--- config.mk ---
export PLATFORM = sky130hd
export DESIGN_NAME = hpi_access_arbiter
export DESIGN_NICKNAME = d
export VERILOG_FILES = /design/src/rtl/hpi_arb_pkg.sv /design/src/rtl/hpi_cycle_sequencer.sv /design/src/rtl/hpi_access_arbiter.sv
export SDC_FILE = /design/constraint.sdc
export NUM_CORES = 1
export LEC_CHECK = 0
export CAP_MARGIN = 0
export CORE_MARGIN = 5
export CORE_UTILIZATION = 49
export CTS_BUF_LIST = sky130_fd_sc_hd__clkbuf_16
export DETAILED_ROUTE_END_ITERATION = 6
export GPL_TIMING_DRIVEN = 0
export HOLD_SLACK_MARGIN = 0.15
export PLACE_DENSITY_LB_ADDON = 0.25
export SYNTH_ARGS = -nofsm -noshare
export SYNTH_HDL_FRONTEND = slang
export SYNTH_SLANG_ARGS = --single-unit
--- constraint.sdc ---
create_clock -name clk_clk -period 3.17 [get_ports clk_clk]
set_input_delay 0.634 -clock clk_clk [delete_from_list [all_inputs] [get_ports clk_clk]]
set_output_delay 0.634 -clock clk_clk [all_outputs]
set_load 0.01 [all_outputs]
--- src/rtl/hpi_arb_pkg.sv ---
// Shared types and constants for the CY7C67200 HPI access arbiter.
package hpi_arb_pkg;

  typedef enum logic [2:0] {
    ST_IDLE,
    ST_SETUP,
    ST_STROBE,
    ST_HOLD,
    ST_RECOVER
  } hpi_state_e;

  localparam int REQ_NIOS = 0;
  localparam int REQ_HW   = 1;

  localparam logic [1:0] HPI_DATA    = 2'd0;
  localparam logic [1:0] HPI_MAILBOX = 2'd1;
  localparam logic [1:0] HPI_ADDRESS = 2'd2;
  localparam logic [1:0] HPI_STATUS  = 2'd3;

  // One-hot round-robin pick; on contention the requester that did not win last time goes.
  function automatic logic [1:0] rr_pick(input logic [1:0] valid, input logic last);
    case (valid)
      2'b01:   rr_pick = 2'b01;
      2'b10:   rr_pick = 2'b10;
      2'b11:   rr_pick = last ? 2'b01 : 2'b10;
      default: rr_pick = 2'b00;
    endcase
  endfunction

endpackage

--- src/rtl/hpi_cycle_sequencer.sv ---
// Runs one timed HPI bus cycle (setup/strobe/hold/recovery) with registered pad
// outputs, captures read data at the end of the strobe and pulses done.
module hpi_cycle_sequencer
  import hpi_arb_pkg::*;
#(
  parameter int SETUP_CYC    = 1,
  parameter int STROBE_CYC   = 4,
  parameter int HOLD_CYC     = 1,
  parameter int RECOVERY_CYC = 2,
  parameter int CNT_W        = 4
) (
  input  logic        clk_i,
  input  logic        rst_i,
  input  logic        start_i,
  input  logic        write_i,
  input  logic [1:0]  addr_i,
  input  logic [15:0] wdata_i,
  input  logic [15:0] pad_data_i,
  output logic        busy_o,
  output logic        done_o,
  output logic [15:0] rdata_o,
  output logic        cs_n_o,
  output logic        r_n_o,
  output logic        w_n_o,
  output logic [1:0]  addr_o,
  output logic [15:0] data_o,
  output logic        oe_o
);

  localparam logic [CNT_W-1:0] SETUP_LAST  = CNT_W'(SETUP_CYC - 1);
  localparam logic [CNT_W-1:0] STROBE_LAST = CNT_W'(STROBE_CYC - 1);
  localparam logic [CNT_W-1:0] HOLD_LAST   = CNT_W'(HOLD_CYC - 1);
  localparam logic [CNT_W-1:0] REC_LAST    = CNT_W'(RECOVERY_CYC - 1);

  hpi_state_e        state_q, state_d;
  logic [CNT_W-1:0]  cnt_q, cnt_d;
  logic              write_q, write_d;
  logic              busy_q, busy_d;
  logic              done_q, done_d;
  logic [15:0]       cap_q, cap_d;
  logic [15:0]       rdata_q, rdata_d;
  logic              cs_n_q, cs_n_d;
  logic              r_n_q, r_n_d;
  logic              w_n_q, w_n_d;
  logic [1:0]        addr_q, addr_d;
  logic [15:0]       data_q, data_d;
  logic              oe_q, oe_d;

  always_comb begin
    state_d = state_q;
    cnt_d   = cnt_q + CNT_W'(1);
    write_d = write_q;
    busy_d  = busy_q;
    done_d  = 1'b0;
    cap_d   = cap_q;
    rdata_d = rdata_q;
    cs_n_d  = cs_n_q;
    r_n_d   = r_n_q;
    w_n_d   = w_n_q;
    addr_d  = addr_q;
    data_d  = data_q;
    oe_d    = oe_q;
    // Pad values are loaded on the edge entering each phase so they are clean registers.
    case (state_q)
      ST_IDLE: begin
        cnt_d = '0;
        if (start_i) begin
          state_d = ST_SETUP;
          write_d = write_i;
          busy_d  = 1'b1;
          cs_n_d  = 1'b0;
          addr_d  = addr_i;
          data_d  = write_i ? wdata_i : 16'h0000;
          oe_d    = write_i;
        end
      end
      ST_SETUP: begin
        if (cnt_q == SETUP_LAST) begin
          state_d = ST_STROBE;
          cnt_d   = '0;
          r_n_d   = write_q;
          w_n_d   = ~write_q;
        end
      end
      ST_STROBE: begin
        if (cnt_q == STROBE_LAST) begin
          state_d = ST_HOLD;
          cnt_d   = '0;
          r_n_d   = 1'b1;
          w_n_d   = 1'b1;
          cap_d   = pad_data_i;
        end
      end
      ST_HOLD: begin
        if (cnt_q == HOLD_LAST) begin
          state_d = ST_RECOVER;
          cnt_d   = '0;
          cs_n_d  = 1'b1;
          oe_d    = 1'b0;
          data_d  = 16'h0000;
          done_d  = 1'b1;
          rdata_d = write_q ? 16'h0000 : cap_q;
        end
      end
      ST_RECOVER: begin
        if (cnt_q == REC_LAST) begin
          state_d = ST_IDLE;
          cnt_d   = '0;
          busy_d  = 1'b0;
        end
      end
      default: begin
        state_d = ST_IDLE;
        cnt_d   = '0;
        busy_d  = 1'b0;
        cs_n_d  = 1'b1;
        r_n_d   = 1'b1;
        w_n_d   = 1'b1;
        oe_d    = 1'b0;
      end
    endcase
  end

  always_ff @(posedge clk_i or posedge rst_i) begin
    if (rst_i) begin
      state_q <= ST_IDLE;
      cnt_q   <= '0;
      write_q <= 1'b0;
      busy_q  <= 1'b0;
      done_q  <= 1'b0;
      cap_q   <= 16'h0000;
      rdata_q <= 16'h0000;
      cs_n_q  <= 1'b1;
      r_n_q   <= 1'b1;
      w_n_q   <= 1'b1;
      addr_q  <= HPI_DATA;
      data_q  <= 16'h0000;
      oe_q    <= 1'b0;
    end else begin
      state_q <= state_d;
      cnt_q   <= cnt_d;
      write_q <= write_d;
      busy_q  <= busy_d;
      done_q  <= done_d;
      cap_q   <= cap_d;
      rdata_q <= rdata_d;
      cs_n_q  <= cs_n_d;
      r_n_q   <= r_n_d;
      w_n_q   <= w_n_d;
      addr_q  <= addr_d;
      data_q  <= data_d;
      oe_q    <= oe_d;
    end
  end

  assign busy_o  = busy_q;
  assign done_o  = done_q;
  assign rdata_o = rdata_q;
  assign cs_n_o  = cs_n_q;
  assign r_n_o   = r_n_q;
  assign w_n_o   = w_n_q;
  assign addr_o  = addr_q;
  assign data_o  = data_q;
  assign oe_o    = oe_q;

endmodule

--- src/rtl/hpi_access_arbiter.sv ---
// Round-robin sharing of the OTG HPI port between the Nios PIO bridge (0) and
// the hardware keyboard poller (1); responses are steered back to the owner.
module hpi_access_arbiter
  import hpi_arb_pkg::*;
#(
  parameter int SETUP_CYC    = 1,
  parameter int STROBE_CYC   = 4,
  parameter int HOLD_CYC     = 1,
  parameter int RECOVERY_CYC = 2,
  parameter int CNT_W        = 4
) (
  input  logic             clk_clk,
  input  logic             reset_reset,
  input  logic [1:0]       req_valid,
  output logic [1:0]       req_ready,
  input  logic [1:0]       req_write,
  input  logic [1:0][1:0]  req_addr,
  input  logic [1:0][15:0] req_wdata,
  output logic [1:0]       rsp_valid,
  output logic [15:0]      rsp_rdata,
  output logic             busy,
  output logic             otg_hpi_cs_n,
  output logic             otg_hpi_r_n,
  output logic             otg_hpi_w_n,
  output logic [1:0]       otg_hpi_address,
  output logic [15:0]      otg_hpi_data_out,
  output logic             otg_hpi_data_oe,
  input  logic [15:0]      otg_hpi_data_in
);

  logic       last_grant_q, last_grant_d;
  logic [1:0] grant;
  logic       sel;
  logic       handshake;
  logic       seq_busy;
  logic       seq_done;

  assign grant     = rr_pick(req_valid, last_grant_q);
  assign req_ready = seq_busy ? 2'b00 : grant;
  assign handshake = |(req_valid & req_ready);
  assign sel       = grant[REQ_HW];

  // last_grant doubles as the owner of the access in flight: it only moves on a handshake.
  always_comb begin
    last_grant_d = last_grant_q;
    if (handshake) last_grant_d = sel;
  end

  always_ff @(posedge clk_clk or posedge reset_reset) begin
    if (reset_reset) last_grant_q <= 1'b1;
    else             last_grant_q <= last_grant_d;
  end

  hpi_cycle_sequencer #(
    .SETUP_CYC    (SETUP_CYC),
    .STROBE_CYC   (STROBE_CYC),
    .HOLD_CYC     (HOLD_CYC),
    .RECOVERY_CYC (RECOVERY_CYC),
    .CNT_W        (CNT_W)
  ) u_seq (
    .clk_i      (clk_clk),
    .rst_i      (reset_reset),
    .start_i    (handshake),
    .write_i    (req_write[sel]),
    .addr_i     (req_addr[sel]),
    .wdata_i    (req_wdata[sel]),
    .pad_data_i (otg_hpi_data_in),
    .busy_o     (seq_busy),
    .done_o     (seq_done),
    .rdata_o    (rsp_rdata),
    .cs_n_o     (otg_hpi_cs_n),
    .r_n_o      (otg_hpi_r_n),
    .w_n_o      (otg_hpi_w_n),
    .addr_o     (otg_hpi_address),
    .data_o     (otg_hpi_data_out),
    .oe_o       (otg_hpi_data_oe)
  );

  assign rsp_valid[REQ_HW]   = seq_done & last_grant_q;
  assign rsp_valid[REQ_NIOS] = seq_done & ~last_grant_q;
  assign busy                = seq_busy;

endmodule

* Yosys cells after proc, flatten, opt, wreduce, memory -nomap -nowiden *
Cells that the tools add are included.

word-level totals
  register bits = 65
  bits in latches = 0
  bits in writable memories = 0
  bits in read-only memories = 0
  input bits = 58
  output and inout port bits = 43
  word-level logic and storage cells = 94
  memories kept = 0

operators by class
  add/sub/neg operators = 1
  multiply operators = 0
  div/mod/pow operators = 0
  $lt $le $gt $ge = 1
  equality and inequality tests = 14
  shift-type cells = 0
  multiplexer cells = 40
  bitwise operators = 8
  reductions and logical operators = 16

operators by type and width
  cell                                           number
  two-way mux 16 bit                             6
  case mux 16 bit (2 select lines)               1
  two-way mux 3 bit                              5
  case mux 1 bit (3 select lines)                5
  case mux 3 bit (5 select lines)                1
  two-way mux 1 bit                              13
  two-way mux 4 bit                              3
  case mux 4 bit (3 select lines)                1
  AND reduction 3 bit                            4
  OR reduction 3 bit                             3
  two-way mux 2 bit                              4
  != test 2 x 1 -> 1 bit, second input constant  4
  == test 3 x 2 -> 1 bit, second input constant  2
  case mux 2 bit (3 select lines)                1
  AND reduction 2 bit                            3
  NOT 1 bit                                      5
  AND reduction 5 bit                            1
  adder 4 x 1 -> 4 bit, second input constant    1
  == test 2 bit, second input constant           2
  == test 4 x 1 -> 1 bit, second input constant  1
  == test 4 x 2 -> 1 bit, second input constant  1
  zero test 4 bit                                1
  OR reduction 2 bit                             2
  == test 3 x 1 -> 1 bit, second input constant  1
  other kinds (8)                                9

* Longest topological paths before layout *
Gate-level depths: netlist of run 1.

  word-level depth = 7
  depth in mapped cells = 7
  depth with buffers taken out = 5

* By module *
Synthesis of run 1 repeated with hierarchy kept, for this count alone.

second synthesis, totals
  cell total of the unflattened synthesis = 287
  area, all modules = 3210.6 µm²

modules (own cells, without submodules)
  module               instances  cells an instance  area each (µm²)  sequential area each (µm²)
  hpi_cycle_sequencer  1          253                2825.2           1605.3
  hpi_access_arbiter   1          34                 385.4            26.3

* Worst setup path after synthesis of run 1 *
No wires, ideal clock.

  path type = reg-to-reg
  start = register u_seq.cnt_q[0]
  end = register u_seq.cap_q[0]
  setup time = 0.125 ns
  arrival time = 1.933 ns
  data required time = 3.045 ns
  path slack = 1.112 ns
  stages on the path, launching flop included = 7
  buffers on the path = 2
  period minus slack after synthesis = 2.058 ns
  cells stage by stage = dfrtp_1 -> ha_1 -> or3b_4 -> or4_4 -> buf_6 -> buf_12 -> mux2_4

on the way
  word-level cells in the longest chain between the ends = 2

RTL lines
  what                                  RTL line                    source
  start: declaration                    hpi_cycle_sequencer.sv:36   logic [CNT_W-1:0] cnt_q, cnt_d;
  start signal: assignment              hpi_cycle_sequencer.sv:141  cnt_q <= cnt_d;
  == test 4 x 2 -> 1 bit                hpi_cycle_sequencer.sv:86   if (cnt_q == STROBE_LAST) begin
  AND reduction 2 bit (no source line)  -
  end signal: assignment                hpi_cycle_sequencer.sv:145  cap_q <= cap_d;
  end: declaration                      hpi_cycle_sequencer.sv:40   logic [15:0] cap_q, cap_d;

No other way between the ends.
A chain may end at the register's enable or synchronous reset.

* Worst setup path in the final report of run 1 *
  start = input req_valid[1]
  end = output req_ready[1]

on the way
  word-level cells in the longest chain between the ends = 3
  elaborated cells on any way between the ends = 5
  those cells by class = 3 x eq/ne; 2 x mux

RTL lines
  what                                                            RTL line                  source
  start: declaration                                              hpi_access_arbiter.sv:14  input logic [1:0] req_valid,
  == test 2 bit / == test 2 x 1 -> 1 bit (equally long branches)  hpi_arb_pkg.sv:22         case (valid)
  case mux 2 bit (3 select lines) *                               hpi_arb_pkg.sv:22
  two-way mux 2 bit *                                             hpi_access_arbiter.sv:39  assign req_ready = seq_busy ? 2'b00 : grant;
  end: declaration                                                hpi_access_arbiter.sv:15  output logic [1:0] req_ready,

Every way passes the cells marked *; elsewhere a longest branch is shown, timed or not.

==> impl_results.html, run 1 <==
<table>
<tr><th>Metric</th><th>Value</th></tr>
<tr><th colspan="2">Final layout</th></tr>
<tr><td>Relative area change from synthesis to final layout</td><td>46.9%</td></tr>
<tr><td>Final cell utilization of the core</td><td>75.3%</td></tr>
<tr><td>Non-filler instance count after layout</td><td>roughly 440</td></tr>
<tr><td>Finished layout cell area</td><td>0.00451 mm²</td></tr>
<tr><td>Number of diodes</td><td>0</td></tr>
<tr><td>Most common library cell in the layout ignoring fill and taps</td><td>clkdlybuf4s50_1</td></tr>
<tr><td>Final net count</td><td>419</td></tr>
<tr><td>Commonest cells after routing, fill and taps aside</td><td>clkdlybuf4s50_1 (100), dfrtp_1 (61), mux2_2 (22), inv_1 (20), mux2i_1 (19)</td></tr>
<tr><td>Fraction of layout instances using a drive strength above 1</td><td>19.0%</td></tr>
<tr><th colspan="2">Detailed routing</th></tr>
<tr><td>DRT Pass-1 Iters</td><td>4</td></tr>
<tr><td>Routed wire length</td><td>about 7500 µm</td></tr>
<tr><td>Via Count</td><td>2365</td></tr>
<tr><td>Drt drc</td><td>0</td></tr>
<tr><td>Antenna Nets Post-Route</td><td>0</td></tr>
<tr><td>Initial DRC count</td><td>between 100 and 150</td></tr>
<tr><td>Routed length per placed instance</td><td>~17 µm</td></tr>
<tr><td>Vias per cell</td><td>5.40</td></tr>
<tr><th colspan="2">Worst setup path</th></tr>
<tr><td>Worst r2r path cells</td><td>7</td></tr>
<tr><td>Endpoint required time on the critical path</td><td>2.54 ns</td></tr>
<tr><td>Crit path DAT</td><td>2.38 ns</td></tr>
<tr><td>Startpoint of the worst setup timing path</td><td>req_valid[1]</td></tr>
<tr><td>Startpoint class of the critical path</td><td>input pin</td></tr>
<tr><td>Critical Setup Path Class</td><td>in -&gt; out</td></tr>
<tr><td>Worst reg2reg path endpoint</td><td>u_seq.rdata_o[0]$_DFFE_PP0P_</td></tr>
<tr><td>FF-to-FF Start</td><td>u_seq.cnt_q[0]$_DFF_PP0_</td></tr>
<tr><td>Highest-delay cell along the critical path</td><td>clkdlybuf4s50_1</td></tr>
<tr><td>Cell type with the highest occurrence count on the critical path</td><td>clkdlybuf4s50_1</td></tr>
<tr><td>Setup crit end kind</td><td>primary output</td></tr>
<tr><td>CP max stage delay</td><td>0.55 ns</td></tr>
<tr><td>Cell breakdown of the critical path</td><td>clkdlybuf4s50_1, a21boi_2, clkbuf_4, and2_1, clkdlybuf4s50_1</td></tr>
<tr><td>R2R setup slack</td><td>slightly above 0.8 ns</td></tr>
<tr><td>Crit path max fanout</td><td>10</td></tr>
<tr><th colspan="2">Synth</th></tr>
<tr><td>Mux contribution to synthesized area</td><td>19.2%</td></tr>
<tr><td>Yosys warning count</td><td>0</td></tr>
<tr><td>Top cell type's share of synthesized area</td><td>between 40 and 50%</td></tr>
<tr><td>Number of storage elements in the synthesis netlist</td><td>65</td></tr>
<tr><td>Post-synthesis cell count</td><td>approximately 250</td></tr>
<tr><td>Post-synthesis simple-gate area fraction</td><td>between 8 and 9%</td></tr>
<tr><td>Async set-reset flop share out of synthesis</td><td>100%</td></tr>
<tr><td>Combinational family with the most area after synthesis</td><td>multiplexers</td></tr>
<tr><td>Adder and majority cell fraction of the synthesized area</td><td>1.22%</td></tr>
<tr><td>Sequential area share after synthesis</td><td>53.1%</td></tr>
<tr><td>Mean instance size in the synthesized netlist</td><td>~12 µm²</td></tr>
<tr><td>Post-Syn Area</td><td>around 0.003 mm²</td></tr>
<tr><td>Post-synth top area cell</td><td>dfrtp_1</td></tr>
<tr><td>Net count of the mapped netlist</td><td>307</td></tr>
<tr><td>Post-Synth XOR/XNOR Area</td><td>0.570%</td></tr>
<tr><td>EDFF count, synth</td><td>0</td></tr>
<tr><td>Fraction of the mapped netlist area in compound gates</td><td>11.9%</td></tr>
<tr><td>Unique masters post-synth</td><td>around 50</td></tr>
<tr><td>Cell types with the largest area share after synthesis</td><td>dfrtp_1 (50%), mux2_2 (8.1%), mux2i_1 (6.2%)</td></tr>
<tr><td>Flip-flop cell with the highest count after synthesis</td><td>dfrtp_1</td></tr>
<tr><th colspan="2">Floorplan</th></tr>
<tr><td>Area of the die</td><td>0.00795 mm²</td></tr>
<tr><td>Count of pins on the block boundary</td><td>101</td></tr>
<tr><td>Starting utilization of the core area</td><td>51.3%</td></tr>
<tr><td># rows</td><td>28</td></tr>
<tr><td>Die span in y</td><td>89.2 µm</td></tr>
<tr><td>Area inside the core boundary</td><td>0.00599 mm²</td></tr>
<tr><td>Die X</td><td>89.2 µm</td></tr>
<tr><th colspan="2">STA</th></tr>
<tr><td>Max-slew violation total from the final report</td><td>0</td></tr>
<tr><td>Headroom to the max-slew limit</td><td>a little over three fifths</td></tr>
<tr><td>Final clock skew</td><td>0.00575 ns</td></tr>
<tr><td>Minimum period implied by the final worst setup slack</td><td>3.01 ns</td></tr>
<tr><td>Slew at the pin closest to its max-slew limit</td><td>0.554 ns</td></tr>
<tr><td>Final setup fails</td><td>0</td></tr>
<tr><td>Final count of hold timing violations</td><td>0</td></tr>
<tr><td>Period utilization</td><td>95.0%</td></tr>
<tr><td>TNS Setup</td><td>0 ns</td></tr>
<tr><td>Worst setup slack after layout</td><td>0.160 ns</td></tr>
<tr><td>Unrepaired setup endpoints after global routing</td><td>false</td></tr>
<tr><td>Max Fclk</td><td>~0.33 GHz</td></tr>
<tr><th colspan="2">Clocking</th></tr>
<tr><td>TritonCTS clock tree</td><td>built</td></tr>
<tr><td>CTS H-tree depth</td><td>3</td></tr>
<tr><td>Root buf cell</td><td>clkbuf_16</td></tr>
<tr><td>Cts bufs inserted</td><td>9</td></tr>
<tr><td>Max Buffers Root-to-Sink</td><td>2</td></tr>
<tr><td>Postcts setup bufs</td><td>0</td></tr>
<tr><td>Worst-Skew Late Latency</td><td>approximately 0.32 ns</td></tr>
<tr><td>Sink count of the clock tree</td><td>65</td></tr>
<tr><td>Clock transition at path regs</td><td>0.06 ns</td></tr>
<tr><th colspan="2">Placement</th></tr>
<tr><td>Cells after DPL</td><td>422</td></tr>
<tr><td>Post-DP HPWL</td><td>5570 µm</td></tr>
<tr><td>Setup slack at placement</td><td>about 0.018 ns</td></tr>
<tr><td>Placed inst area</td><td>roughly 0.0042 mm²</td></tr>
<tr><td>Global placement routability congestion</td><td>0.851</td></tr>
<tr><td>Number of buffers added on ports</td><td>100</td></tr>
<tr><th colspan="2">Min path</th></tr>
<tr><td>Cell count of the worst hold path</td><td>1</td></tr>
<tr><td>Worst Hold Path EP</td><td>u_seq.cap_q[12]$_DFFE_PP0P_</td></tr>
<tr><td>Hold_sp</td><td>u_seq.cap_q[12]$_DFFE_PP0P_</td></tr>
<tr><td>Class of the most critical hold timing path</td><td>reg -&gt; reg</td></tr>
<tr><th colspan="2">Job</th></tr>
<tr><td>Number of maximum-capacitance constraint violations</td><td>0</td></tr>
<tr><th colspan="2">Pwr</th></tr>
<tr><td>Switching power of the nets</td><td>0.00131 W</td></tr>
<tr><td>Highest ir drop seen on vdd</td><td>~590 µV</td></tr>
<tr><td>Share of power burned in the clock network</td><td>25.3%</td></tr>
<tr><td>Static Leak</td><td>between 1.5 and 2 nW</td></tr>
<tr><td>Fraction of power spent switching nets</td><td>about a third</td></tr>
<tr><td>Power per standard cell area</td><td>916 mW/mm²</td></tr>
<tr><td>Portion of total power attributed to sequential cells</td><td>34.3%</td></tr>
<tr><td>Power Internal</td><td>0.00282 W</td></tr>
<tr><td>Combinational share of power</td><td>40.3%</td></tr>
<tr><th colspan="2">GRT</th></tr>
<tr><td>Vias in the first global route</td><td>2481</td></tr>
<tr><td>Total GRT Usage</td><td>20.8%</td></tr>
<tr><td>Pin count of the biggest net entering global routing</td><td>41</td></tr>
<tr><td>Wire length of the first global-routing pass</td><td>12500 µm</td></tr>
<tr><td>Final global-route overflow total</td><td>0</td></tr>
<tr><td>Initial antenna violation count</td><td>0</td></tr>
<tr><th colspan="2">Run status</th></tr>
<tr><td>Status</td><td>finished, final reports clean</td></tr>
</table>
==> power groups by stage <==
| stage | Combinational, W | Sequential, W | Clock, W |
|---|---|---|---|
| floorplan | 0.000850 | 0.00148 | 0 |
| global placement | 0.00161 | 0.00141 | 0 |
| detailed placement | 0.00166 | 0.00143 | 0 |
| CTS | 0.00168 | 0.00142 | 0.00106 |
| global route | 0.00182 | 0.00147 | 0.00110 |
| finish | 0.00167 | 0.00142 | 0.00105 |
==> what timing repair did <==
item	4_1_cts	5_1_grt
endpoints found under the hold margin	0	0
setup endpoints to repair	0	1
gates resized for setup	0	2
hold buffers	0	0
==> flip-flops by register name, summed over array words and instances, names as in the netlist, 2 cells and up <==
signal         count
u_seq.cap_q       16
u_seq.data_o      16
u_seq.rdata_o     16
u_seq.cnt_q        4
u_seq.state_q      3
u_seq.addr_o       2
==> Yosys cell counts, types with 2 or more instances <==
cell / count
o32ai_1: 15
mux2i_1: 19
a21oi_1: 6
buf_2: 4
ha_1: 3
inv_1: 21
o21ai_0: 8
nand2_1: 2
dfstp_2: 4
or3_1: 2
nor2b_1: 18
mux2_4: 10
a21boi_0: 2
o31ai_1: 2
nand2b_1: 3
clkbuf_1: 8
o221ai_1: 2
nor2_1: 2
mux2_2: 22
o22ai_1: 2
dfrtp_1: 61
and2_1: 3
==> critical path: cells and delay by family <==
family	cells	cell delay (ns)
compound gates	1	0.23
buf+inv	3	1.36
simple gates	1	0.15
==> worst max path at each step <==
stage                                              to  slack (ns)
after floorplan           u_seq.addr_o[0]$_DFFE_PP0P_        0.92
after global placement       u_seq.cnt_q[3]$_DFF_PP0_       -0.16
after detailed placement                 req_ready[1]        0.02
after CTS                                req_ready[1]        0.01
after global routing                     req_ready[1]        0.05
final                                    req_ready[1]        0.16
==> cell type report <==
type	count	area, µm²
multi-input cells	146	1280
well taps	75	93.8
clock buffers	9	225
inverters	21	78.8
plain buffers	14	83.8
flip-flops and latches	65	1630
repair buffers	101	1020
clock inverters	7	95.1
fillers	400	1480
==> through the flow <==
step	hold slack (ns)	total power, W
2_1_floorplan	0.471	0.00233
3_3_place_gp	0.480	0.00302
3_5_place_dp	0.486	0.00309
4_1_cts	0.498	0.00415
5_1_grt	0.515	0.00439
6_report	0.495	0.00413
==> layer usage <==
metal / GRT usage, % / vias to the layer above / part of all wire, %
li1: - / 1116 / -
met1: 27.4 / 1133 / 43
met2: 32.9 / 105 / 47
met3: 5.81 / 11 / 8.3
met4: 7.58 / 0 / 2.0
met5: 0 / - / 0
==> cell families after synthesis <==
group | count (synthesis)
AOI/OAI and AO/OA | 49
xor gates and xnor gates | 2
adders and majority gates | 3
buffers and inverters | 35
DFF | 65
muxes | 51
and+or+nand+nor | 41
Note: power is estimated with default switching activity, not from simulation.
==> inputs of run 2 (changes only) <==
Settings changed: CTS_CLUSTER_SIZE set to 16.
==> results of run 2 <==
Final layout, timing and power as in run 1 (identical DEF).
==> inputs of run 3 (changes only) <==
Settings changed: RECOVER_POWER set to 50.
==> impl_results.html, run 3 (synthesis gave the netlist of run 1 again) <==
<table>
<tr><th>Metric</th><th>Value</th></tr>
<tr><th colspan="2">Floorplan</th></tr>
<tr><td>Area of the die</td><td>0.00795 mm² (unchanged)</td></tr>
<tr><td># rows</td><td>28 (unchanged)</td></tr>
<tr><td>Die X</td><td>89.2 µm (unchanged)</td></tr>
<tr><td>Area inside the core boundary</td><td>0.00599 mm² (unchanged)</td></tr>
<tr><td>Die span in y</td><td>89.2 µm (unchanged)</td></tr>
<tr><td>Count of pins on the block boundary</td><td>101 (unchanged)</td></tr>
<tr><td>Starting utilization of the core area</td><td>51.3% (unchanged)</td></tr>
<tr><th colspan="2">Clocking</th></tr>
<tr><td>CTS H-tree depth</td><td>3 (unchanged)</td></tr>
<tr><td>Hold-fix buffers at CTS</td><td>0 (unchanged)</td></tr>
<tr><td>Clock transition at path regs</td><td>0.06 ns (about the same)</td></tr>
<tr><td>Sink count of the clock tree</td><td>65 (unchanged)</td></tr>
<tr><td>Max Buffers Root-to-Sink</td><td>2 (unchanged)</td></tr>
<tr><td>Root buf cell</td><td>clkbuf_16</td></tr>
<tr><td>TritonCTS clock tree</td><td>built</td></tr>
<tr><td>Cts bufs inserted</td><td>9 (unchanged)</td></tr>
<tr><td>Worst-Skew Late Latency</td><td>0.32 ns (about the same)</td></tr>
<tr><th colspan="2">STA</th></tr>
<tr><td>Headroom to the max-slew limit</td><td>36.1% (-27 points)</td></tr>
<tr><td>Final clock skew</td><td>0.00579 ns (+0.0000455 ns)</td></tr>
<tr><td>Final count of hold timing violations</td><td>0 (unchanged)</td></tr>
<tr><td>TNS Setup</td><td>0 ns (unchanged)</td></tr>
<tr><td>Max-slew violation total from the final report</td><td>0 (unchanged)</td></tr>
<tr><td>Unrepaired setup endpoints after global routing</td><td>false</td></tr>
<tr><td>Period utilization</td><td>95.5% (+0.50 points)</td></tr>
<tr><td>Final setup fails</td><td>0 (unchanged)</td></tr>
<tr><td>Minimum period implied by the final worst setup slack</td><td>3.03 ns (+0.0158 ns)</td></tr>
<tr><td>Slew at the pin closest to its max-slew limit</td><td>0.959 ns (+0.406 ns)</td></tr>
<tr><td>Max Fclk</td><td>0.330 GHz (-0.52%)</td></tr>
<tr><th colspan="2">Placement</th></tr>
<tr><td>Global placement routability congestion</td><td>0.851 (unchanged)</td></tr>
<tr><td>Post-DP HPWL</td><td>5570 µm (unchanged)</td></tr>
<tr><td>Number of buffers added on ports</td><td>100 (unchanged)</td></tr>
<tr><th colspan="2">Pwr</th></tr>
<tr><td>PnR Total Power</td><td>0.00409 W (-1.1%)</td></tr>
<tr><td>Power per standard cell area</td><td>909 mW/mm² (-0.77%)</td></tr>
<tr><td>Static Leak</td><td>1.96 nW (+1.9%)</td></tr>
<tr><td>Highest ir drop seen on vdd</td><td>594 µV (about the same)</td></tr>
<tr><th colspan="2">Worst setup path</th></tr>
<tr><td>FF-to-FF Start</td><td>u_seq.cnt_q[0]$_DFF_PP0_</td></tr>
<tr><td>Crit path max fanout</td><td>10 (unchanged)</td></tr>
<tr><td>CP max stage delay</td><td>0.60 ns (+0.05 ns)</td></tr>
<tr><td>Worst r2r path cells</td><td>7 (unchanged)</td></tr>
<tr><td>Endpoint required time on the critical path</td><td>2.54 ns (about the same)</td></tr>
<tr><td>Cell breakdown of the critical path</td><td>dlygate4sd3_1, a21boi_2, clkbuf_4, and2_1, clkdlybuf4s50_1</td></tr>
<tr><td>Setup crit end kind</td><td>primary output</td></tr>
<tr><td>Highest-delay cell along the critical path</td><td>dlygate4sd3_1</td></tr>
<tr><td>Worst reg2reg path endpoint</td><td>u_seq.rdata_o[0]$_DFFE_PP0P_</td></tr>
<tr><td>R2R setup slack</td><td>0.81 ns (about the same)</td></tr>
<tr><td>Startpoint class of the critical path</td><td>input pin</td></tr>
<tr><td>Crit path DAT</td><td>2.39 ns (about the same)</td></tr>
<tr><td>Critical Setup Path Class</td><td>in -&gt; out</td></tr>
<tr><th colspan="2">Detailed routing</th></tr>
<tr><td>Initial DRC count</td><td>120 (+15%)</td></tr>
<tr><td>Routed length per placed instance</td><td>17.2 µm (about the same)</td></tr>
<tr><td>Vias per cell</td><td>5.36 (-0.76%)</td></tr>
<tr><td>Via Count</td><td>2347 (-0.76%)</td></tr>
<tr><td>Routed wire length</td><td>7550 µm (about the same)</td></tr>
<tr><td>Antenna Nets Post-Route</td><td>0 (unchanged)</td></tr>
<tr><td>Drt drc</td><td>0 (unchanged)</td></tr>
<tr><td>DRT Pass-1 Iters</td><td>4 (unchanged)</td></tr>
<tr><th colspan="2">GRT</th></tr>
<tr><td>Wire length of the first global-routing pass</td><td>12500 µm (unchanged)</td></tr>
<tr><td>Pin count of the biggest net entering global routing</td><td>41 (unchanged)</td></tr>
<tr><td>Total GRT Usage</td><td>20.8% (unchanged)</td></tr>
<tr><td>Vias in the first global route</td><td>2481 (unchanged)</td></tr>
<tr><td>Final global-route overflow total</td><td>0 (unchanged)</td></tr>
<tr><td>Initial antenna violation count</td><td>0 (unchanged)</td></tr>
<tr><th colspan="2">Min path</th></tr>
<tr><td>Hold_sp</td><td>u_seq.cap_q[12]$_DFFE_PP0P_</td></tr>
<tr><td>Worst Hold Path EP</td><td>u_seq.cap_q[12]$_DFFE_PP0P_</td></tr>
<tr><td>Cell count of the worst hold path</td><td>1 (unchanged)</td></tr>
<tr><td>Class of the most critical hold timing path</td><td>reg -&gt; reg</td></tr>
<tr><th colspan="2">Final layout</th></tr>
<tr><td>Final net count</td><td>419 (unchanged)</td></tr>
<tr><td>Relative area change from synthesis to final layout</td><td>46.5%</td></tr>
<tr><td>Number of fill cells</td><td>402 (+0.50%)</td></tr>
<tr><td>Fraction of layout instances using a drive strength above 1</td><td>18.7% (-0.28 points)</td></tr>
<tr><td>Most common library cell in the layout ignoring fill and taps</td><td>clkdlybuf4s50_1</td></tr>
<tr><td>Number of diodes</td><td>0 (unchanged)</td></tr>
<tr><td>Area taken by flip-flops and latches</td><td>0.00163 mm² (unchanged)</td></tr>
<tr><td>Commonest cells after routing, fill and taps aside</td><td>clkdlybuf4s50_1 (79), dfrtp_1 (61), mux2_2 (22), inv_1 (21), dlygate4sd3_1 (21)</td></tr>
<tr><td>Area of the multi-input gates</td><td>0.00128 mm² (unchanged)</td></tr>
<tr><th colspan="2">Run status</th></tr>
<tr><td>Status</td><td>finished, final reports clean</td></tr>
<tr><th colspan="2">Job</th></tr>
<tr><td>Number of maximum-capacitance constraint violations</td><td>0 (unchanged)</td></tr>
</table>
run 3: layout make-up:
type,count,share of cell area [%]
buffer,14,1.86
clock buffer,9,5.01
clock inverter,7,2.11
inverter,21,1.75
multi-input combinational,146,28.5
sequential,65,36.3
tap,75,2.09
timing repair buffer,101,22.4
run 3: how the worst max path moves through the flow:
stage                       startpoint                           to  slack (ns)  depth (start not counted)
after global placement     reset_reset     u_seq.cnt_q[3]$_DFF_PP0_       -0.16                          2
after detailed placement  req_valid[1]                 req_ready[1]        0.02                          5
after CTS                 req_valid[1]                 req_ready[1]        0.01                          5
after floorplan            reset_reset  u_seq.addr_o[0]$_DFFE_PP0P_        0.92                          1
after global routing      req_valid[0]                 req_ready[1]        0.04                          5
final                     req_valid[0]                 req_ready[1]        0.14                          5
run 3: power by group:
group | leakage, nW | switching (W) | internal (W) | total, W
clock | 0.144 | 0.000360 | 0.000686 | 0.00105
combinational | 1.00 | 0.000730 | 0.000900 | 0.00163
sequential | 0.811 | 0.000214 | 0.00120 | 0.00141
total | 1.96 | 0.00130 | 0.00279 | 0.00409
run 3: repair_timing:
| item | CTS | global route |
|---|---|---|
| setup buffers | 0 | 0 |
| resized for setup | 0 | 2 |
| endpoints found under the setup margin | 0 | 1 |
run 3: worst max-delay path, delay by kind of cell:
kind | cells | cell delay [ns]
buffers and inverters | 3 | 1.41
AO/OA/AOI/OAI | 1 | 0.19
AND/OR/NAND/NOR | 1 | 0.15
run 3: metrics by stage:
stage / hold slack, ns / instance area, µm² / setup WS (ns) / cells / util [%]
finish: 0.495 / 4500 / 0.144 / 438 / 75.1
global route: 0.509 / 4500 / 0.0365 / 438 / 75.1
CTS: 0.498 / 4510 / 0.0121 / 438 / 75.2
detailed placement: 0.486 / 4190 / 0.0181 / 422 / 69.9
global placement: 0.480 / 4170 / -0.159 / 421 / 69.5
floorplan: 0.471 / 3070 / 0.916 / 246 / -
run 3: per-layer routing:
metal,track usage (%),vias up,wire [µm]
met4,7.58,0,147
met5,0,-,0
li1,-,1113,-
met1,27.4,1129,3240
met2,32.9,93,3530
met3,5.81,12,635
